**src/rtl/fetch_controller.sv**
```systemverilog
// Fetch-stage sequencer: issues icache requests, holds on decode backpressure, flushes on redirect.
// Optional performance counters are built when FETCH_PERF_CNT_EN is defined.
module fetch_controller #(
    parameter int TIMEOUT_CYCLES = 64,
    parameter int TO_WIDTH       = 7,
    parameter int CNT_WIDTH      = 32
) (
    input  logic                 clk,
    input  logic                 rst,
    input  logic                 start,
    input  logic                 icache_resp_valid,
    input  logic                 decode_ready,
    input  logic                 hazard_stall,
    input  logic                 redirect,
    output logic                 icache_req,
    output logic                 fetch_enable_control,
    output logic                 fetch_stall_control,
    output logic                 instr_valid,
    output logic                 flush,
    output logic                 busy,
    output logic                 timeout_err
`ifdef FETCH_PERF_CNT_EN
    ,
    output logic [CNT_WIDTH-1:0] perf_stall_cnt,
    output logic [CNT_WIDTH-1:0] perf_fetch_cnt
`endif
);

    if (TIMEOUT_CYCLES < 2 || (2 ** TO_WIDTH) <= TIMEOUT_CYCLES || CNT_WIDTH < 1) begin : g_bad_params
        $error("fetch_controller: illegal parameter combination");
    end

    typedef enum logic [2:0] {
        S_IDLE,
        S_REQ,
        S_WAIT,
        S_HOLD,
        S_FLUSH
    } state_t;

    localparam logic [TO_WIDTH-1:0] TO_LAST = TO_WIDTH'(TIMEOUT_CYCLES - 1);

    state_t              state;
    logic [TO_WIDTH-1:0] to_cnt;
    logic                drop_pending;
    logic                timeout_q;
    logic                resp_live;
    logic                accept;

    // A response counts only in WAIT and only if it is not the stale answer to a flushed request.
    assign resp_live = (state == S_WAIT) && icache_resp_valid && !drop_pending;
    assign accept    = (resp_live || (state == S_HOLD)) && decode_ready && !hazard_stall;

    // NOTE: every output is assigned a default first so this block can never infer a latch.
    always_comb begin
        icache_req           = 1'b0;
        fetch_enable_control = 1'b0;
        fetch_stall_control  = 1'b0;
        instr_valid          = 1'b0;
        flush                = 1'b0;
        busy                 = 1'b0;
        timeout_err          = 1'b0;
        if (!rst) begin
            icache_req           = (state == S_REQ);
            fetch_enable_control = accept || (state == S_FLUSH);
            fetch_stall_control  = ((state == S_HOLD) || (state == S_WAIT)) && !fetch_enable_control;
            instr_valid          = (state == S_HOLD) || resp_live;
            flush                = (state == S_FLUSH);
            busy                 = (state != S_IDLE);
            timeout_err          = timeout_q;
        end
    end

    // NOTE: sequential state uses non-blocking assignments so every register samples pre-edge values.
    always_ff @(posedge clk) begin
        if (rst) begin
            state        <= S_IDLE;
            to_cnt       <= '0;
            drop_pending <= 1'b0;
            timeout_q    <= 1'b0;
        end else begin
            unique case (state)
                S_IDLE: begin
                    if (start) state <= S_REQ;
                end
                S_REQ: begin
                    to_cnt <= '0;
                    if (redirect) begin
                        state        <= S_FLUSH;
                        drop_pending <= 1'b1;
                    end else begin
                        state <= S_WAIT;
                    end
                end
                S_WAIT: begin
                    if (redirect) begin
                        state        <= S_FLUSH;
                        drop_pending <= !icache_resp_valid;
                    end else if (!icache_resp_valid) begin
                        if (to_cnt == TO_LAST) begin
                            timeout_q <= 1'b1;
                            state     <= S_IDLE;
                        end else begin
                            to_cnt <= to_cnt + 1'b1;
                        end
                    end else if (drop_pending) begin
                        drop_pending <= 1'b0;
                        state        <= S_REQ;
                    end else if (accept) begin
                        state <= S_REQ;
                    end else begin
                        state <= S_HOLD;
                    end
                end
                S_HOLD: begin
                    if (redirect)    state <= S_FLUSH;
                    else if (accept) state <= S_REQ;
                end
                S_FLUSH: begin
                    // The stale response may land here; it is swallowed and no longer expected.
                    if (icache_resp_valid) drop_pending <= 1'b0;
                    state <= redirect ? S_FLUSH : S_REQ;
                end
                default: state <= S_IDLE;
            endcase
        end
    end

`ifdef FETCH_PERF_CNT_EN
    always_ff @(posedge clk) begin
        if (rst) begin
            perf_stall_cnt <= '0;
            perf_fetch_cnt <= '0;
        end else begin
            if ((state == S_HOLD) && (perf_stall_cnt != '1)) perf_stall_cnt <= perf_stall_cnt + 1'b1;
            if (accept && (perf_fetch_cnt != '1))            perf_fetch_cnt <= perf_fetch_cnt + 1'b1;
        end
    end
`endif

endmodule

```
**config.mk**
```make
export PLATFORM = sky130hd
export DESIGN_NAME = fetch_controller
export DESIGN_NICKNAME = d
export VERILOG_FILES = /design/src/rtl/fetch_controller.sv
export SDC_FILE = /design/constraint.sdc
export NUM_CORES = 1
export LEC_CHECK = 0
export CAP_MARGIN = 30
export CORE_MARGIN = 4
export CORE_UTILIZATION = 40
export DETAILED_ROUTE_END_ITERATION = 10
export GPL_TIMING_DRIVEN = 0
export PLACE_DENSITY_LB_ADDON = 0.15
export SLEW_MARGIN = 25
export SYNTH_ARGS = -nofsm -noshare
export SYNTH_HDL_FRONTEND = slang
export SYNTH_SLANG_ARGS = --single-unit
export TNS_END_PERCENT = 20
```
**constraint.sdc**
```tcl
create_clock -name clk -period 2.3 [get_ports clk]
set_clock_uncertainty 0.1 [all_clocks]
set_input_delay 0.23 -clock clk [delete_from_list [all_inputs] [get_ports clk]]
set_output_delay 0.23 -clock clk [all_outputs]
set_load 0.02 [all_outputs]
```
* Word-level counts from Yosys, hierarchy flattened
Cells that the tools add are included.
Storage, ports and cells: flip-flop bits (word level) 12, latch bits 0, RAM bits 0, ROM bits 0, input port bits 7, output and inout port bits 7, memories 0
Cells by class: $add $sub $neg 1, multipliers 0, div/mod/pow operators 0, order comparisons 0, eq/ne operators 12, shift operators 0, mux-type cells 26, bitwise gates (word level) 2, reduce and logical (&&, ||, !) cells 20
Operator list (count):
- two-way mux 3 bit | 8
- two-way mux 7 bit | 3
- one-hot mux 3 bit (5 select lines) | 1
- one-hot mux 7 bit (2 select lines) | 1
- two-way mux 1 bit | 10
- inequality test 2 bit (second input constant) | 5
- AND reduction 4 bit | 2
- adder 7 x 1 -> 7 bit (second input constant) | 1
- equality test 7 x 6 -> 1 bit (second input constant) | 1
- equality test 3 x 2 -> 1 bit (second input constant) | 2
- nonzero test 3 bit | 2
- logical AND 1 bit | 5
- zero test 1 bit | 4
- two-way mux 2 bit | 2
- inequality test 4 x 3 -> 1 bit (second input constant) | 1
- equality test 3 x 1 -> 1 bit (second input constant) | 1
- equality test 3 bit (second input constant) | 1
- zero test 3 bit | 1
- logical OR 1 bit | 3
- inequality test 3 bit (second input constant) | 1
- one-hot mux 1 bit (3 select lines) | 1
- AND reduction 3 bit | 1
- NOT 1 bit | 2
- AND reduction 2 bit | 1
- nonzero test 2 bit | 1

* Depth between registers and ports, before layout
depth after elaboration 11, depth in mapped cells 6, depth with buffers taken out 5

* Least setup slack after synthesis
OpenSTA, ideal clock, no wires.
kind reg-to-output, start register state[1], end output port flush, arrival 1.323 ns, path slack 0.647 ns, cell stages (with the launch flop) 4, path buffers 1, cells stage by stage dfxtp_1 -> or2_2 -> clkbuf_1 -> nor3b_1
Between the ends: word-level cells in the longest chain between the ends 2
RTL lines:
- start: declaration | RTL line 43 | state_t state;
- start signal: assignment | RTL line 122 | state <= redirect ? S_FLUSH : S_REQ;
- equality test 3 bit | RTL line 68 | flush = (state == S_FLUSH);
- two-way mux 1 bit | RTL line 63 | if (!rst) begin
- end: declaration | RTL line 19 | output logic flush,
Every way passes these cells.

* Final worst setup path
start input port rst, end output port busy
Between the ends: word-level cells in the longest chain between the ends 1
RTL lines:
- start: declaration | RTL line 9 | input logic rst,
- two-way mux 1 bit | RTL line 63
- end: declaration | RTL line 20 | output logic busy,
Every way passes these cells.

==> Implementation_results.wiki <==
{| class="wikitable"
! Metric !! Value
|-
| Share of final-layout standard cells stronger than drive strength 1 || 12.50%
|-
| Placed cell count || 117
|-
| Outcome || finished clean
|-
| Fin Setup TNS || 0 ns
|-
| Post-synthesis instance total || 88
|-
| # clock sinks || 12
|-
| Share of synthesized area occupied by flip-flops and latches || 34.10%
|-
| Kind of capture point of the worst setup path || output pin
|-
| DRT antenna net count || 0
|-
| Final global-route overflow total || 0
|-
| Net count of the finished layout || 113
|-
| Most frequent standard cell in the layout excluding fill and tap cells || sky130_fd_sc_hd__dfxtp_1
|-
| Critical Path Max Stage Delay || 0.57 ns
|-
| Post-DR wirelength/cell || 13.36 um
|-
| Worst-skew pair later-pin latency || 0.28 ns
|-
| Power per Cell Area || 577.5 nW/um^2
|-
| WP data arrival || 1.87 ns
|-
| Nature of the critical path startpoint || input port
|-
| Fin crit period || 2.199 ns
|-
| EDFF count, synth || 0
|-
| Total Die Area || 2497 sq um
|-
| Area growth, synth to finish || 26.64%
|-
| Post-DR vias/cell || 5.758
|-
| Cells along the critical path || clkdlybuf4s50_1, clkbuf_1, nor2_1, clkdlybuf4s50_1
|-
| Overall die width || 49.97 um
|-
| Unrepaired setup endpoints after global routing || false
|-
| Max Cap Viol || 0
|-
| DRC errors left || 0
|-
| Cell with the largest stage delay on the worst path || sky130_fd_sc_hd__clkdlybuf4s50_1
|-
| Async set-or-reset flop fraction in the synthesized netlist || 0%
|-
| RD Place Congestion || 0.7252
|-
| Hold slack || 0.3416 ns
|-
| Clk buf depth || 2
|-
| Slew of the pin with the lowest slew margin || 0.4677 ns
|-
| Tightest slew margin relative to the limit || 68.82%
|-
| Count of buffering cells on the critical path with inverters included || 3
|-
| CTS H-tree lvls || 1
|-
| Cell type group with the largest total delay on the critical path || buffers and inverters
|-
| Total net switching power || 151.1 uW
|-
| Internal portion of total power || 364.2 uW
|-
| Final setup viols || 0
|-
| Total number of yosys warnings || 0
|-
| Largest net degree at the start of global routing || 11
|-
| Class of the worst hold path || flip-flop to flip-flop
|-
| Die Y || 49.97 um
|-
| Final HPWL DP || 1091 um
|-
| Count of distinct cell types in the synthesized netlist || 36
|-
| Clock slew at reported path FFs || 0.08 ns
|-
| Sequential share of power || 44.4%
|-
| DR pass1 iterations || 4
|-
| Row count || 14
|-
| Number of global-route vias before repair || 641
|-
| Root buffer cell || sky130_fd_sc_hd__clkbuf_4
|-
| Dominant register cell in the synthesized netlist || sky130_fd_sc_hd__dfxtp_1
|-
| Wire length of the first global-routing pass || 2649 um
|-
| Final instance count without filler cells || 120
|-
| Highest clock frequency the design can meet || 454.8 MHz
|-
| CTS hold repair buffers || 0
|-
| Total leakage power || 0.0003448 uW
|-
| Class of the most critical setup path || input port to output pin
|-
| Period utilisation layout || 95.60%
|-
| Via count || 691
|-
| Flop and latch count out of synthesis || 12
|-
| Final Hold Vio Count || 0
|-
| Port Buffer Count || 13
|-
| TritonCTS Buffers || 3
|-
| CTS tree || built
|-
| Number of antenna diodes || 0
|-
| Initial Util || 44.68%
|-
| Clock group share of total power || 34.0%
|-
| Largest voltage drop on the vdd net || 0.0003073 V
|-
| Core occupancy in the finished layout || 56.59%
|-
| Max FO, Critical Path || 10
|-
| WP data required || 1.97 ns
|-
| Antenna violations before repair || 0
|-
| Total setup buffers inserted after CTS || 0
|-
| Switching portion of total power || 29.32%
|-
| Most numerous cell on the critical path || sky130_fd_sc_hd__clkdlybuf4s50_1
|-
| Violation count after the first detailed-route iteration || 11
|-
| Netlist area before placement || 704.4 sq um
|-
| Number of max-slew violations in the final report || 0
|-
| Total wire length || 1603 um
|-
| Syn avg cell area || 8.005 sq um
|-
| Aggregate global-route resource usage || 13.70%
|-
| Number of top-level pins || 14
|-
| Highest-count cells in the layout ignoring fill and taps || 10 x sky130_fd_sc_hd__dfxtp_1, 8 x sky130_fd_sc_hd__nor2_1, 8 x sky130_fd_sc_hd__a21oi_1, 8 x sky130_fd_sc_hd__clkdlybuf4s50_1, 7 x sky130_fd_sc_hd__nand2_1
|-
| Placeable core region || 1577 sq um
|-
| Combinational Power Share || 21.6%
|-
| Nets in the synthesized netlist || 96
|-
| R2r setup slk || 0.60 ns
|}
[registers in the layout (all words and copies together), names as in the netlist]
register,count
state,3
drop_pending,1
to_cnt,7
timeout_q,1
[cells by family (layout without fill, tap and decap cells)]
kind of cell,Yosys count,in the layout,synth area share [%]
compound gates,24,24,22.56
fa+ha+maj,1,1,1.776
buf+inv,8,24,5.328
flops,12,12,34.10
mux,1,1,1.598
simple gates,42,42,34.64
[worst register-to-register path: stages, from the launching register on]
cell	delay, ns
sky130_fd_sc_hd__dfxtp_1	0.39
sky130_fd_sc_hd__ha_1	0.21
sky130_fd_sc_hd__nand4b_1	0.17
sky130_fd_sc_hd__o211ai_2	0.21
sky130_fd_sc_hd__buf_6	0.16
sky130_fd_sc_hd__mux2_1	0.32
sky130_fd_sc_hd__nor2_1	0.08
[per-stage QoR]
stage	power (uW)	setup slack, ns	cell area [sq um]
3_5_place_dp	346.0	0.07366	854.6
5_1_grt	544.3	0.03525	892.1
6_report	515.2	0.1012	892.1
3_3_place_gp	344.2	0.09426	854.6
4_1_cts	516.4	0.03342	889.6
2_1_floorplan	304.6	0.6471	704.4
[power groups by stage]
stage	clock (uW)	sequential [uW]	combinational, uW
3_5_place_dp	0	232	114
5_1_grt	191	231	123
3_3_place_gp	0	232	113
6_report	175	229	111
2_1_floorplan	0	229	75.7
4_1_cts	175	228	113
[timing repair]
action	in CTS	in global routing
setup endpoints to repair	5	3
hold endpoints to repair	0	0
resized for setup	5	4
pin swaps	0	0
[metal layers]
layer / GRT usage [%] / wire [um]
met5: 0 / 0
met4: 6.912 / 23
met3: 3.313 / 76
met2: 20.93 / 680
met1: 17.72 / 824
[cells in the mapped netlist, types with 2 or more instances]
cell type                  count  area [sq um]
sky130_fd_sc_hd__a21oi_1       8         40.04
sky130_fd_sc_hd__nand2_1       7         26.28
sky130_fd_sc_hd__nor2_1        8         30.03
sky130_fd_sc_hd__a31oi_1       3         18.77
sky130_fd_sc_hd__o21ai_0       3         15.01
sky130_fd_sc_hd__or3_1         4         25.02
sky130_fd_sc_hd__clkbuf_1      3         11.26
sky130_fd_sc_hd__nor3b_1       2         15.01
sky130_fd_sc_hd__inv_1         4         15.01
sky130_fd_sc_hd__nand2b_1      4         25.02
sky130_fd_sc_hd__nand3_1       4         20.02
sky130_fd_sc_hd__nor3_1        3         15.01
sky130_fd_sc_hd__dfxtp_1      12         240.2
[layout make-up]
cell class              instances  area (sq um)
fillers                       149         684.4
multi-input cells              68         426.7
flip-flops and latches         12         242.7
repair buffers                 13         131.4
clock buffers                   4         36.28
plain buffers                   3         20.02
well taps                      16         20.02
inverters                       4         15.01
[worst paths after layout]
kind / start / end / cells after the start
max: rst / busy / 4
min: to_cnt[6] / to_cnt[6] / 2
min reg2reg: to_cnt[6] / to_cnt[6] / 2
max reg2reg: to_cnt[0] / to_cnt[0] / 6
No activity file was read; power rests on OpenSTA's default activity.
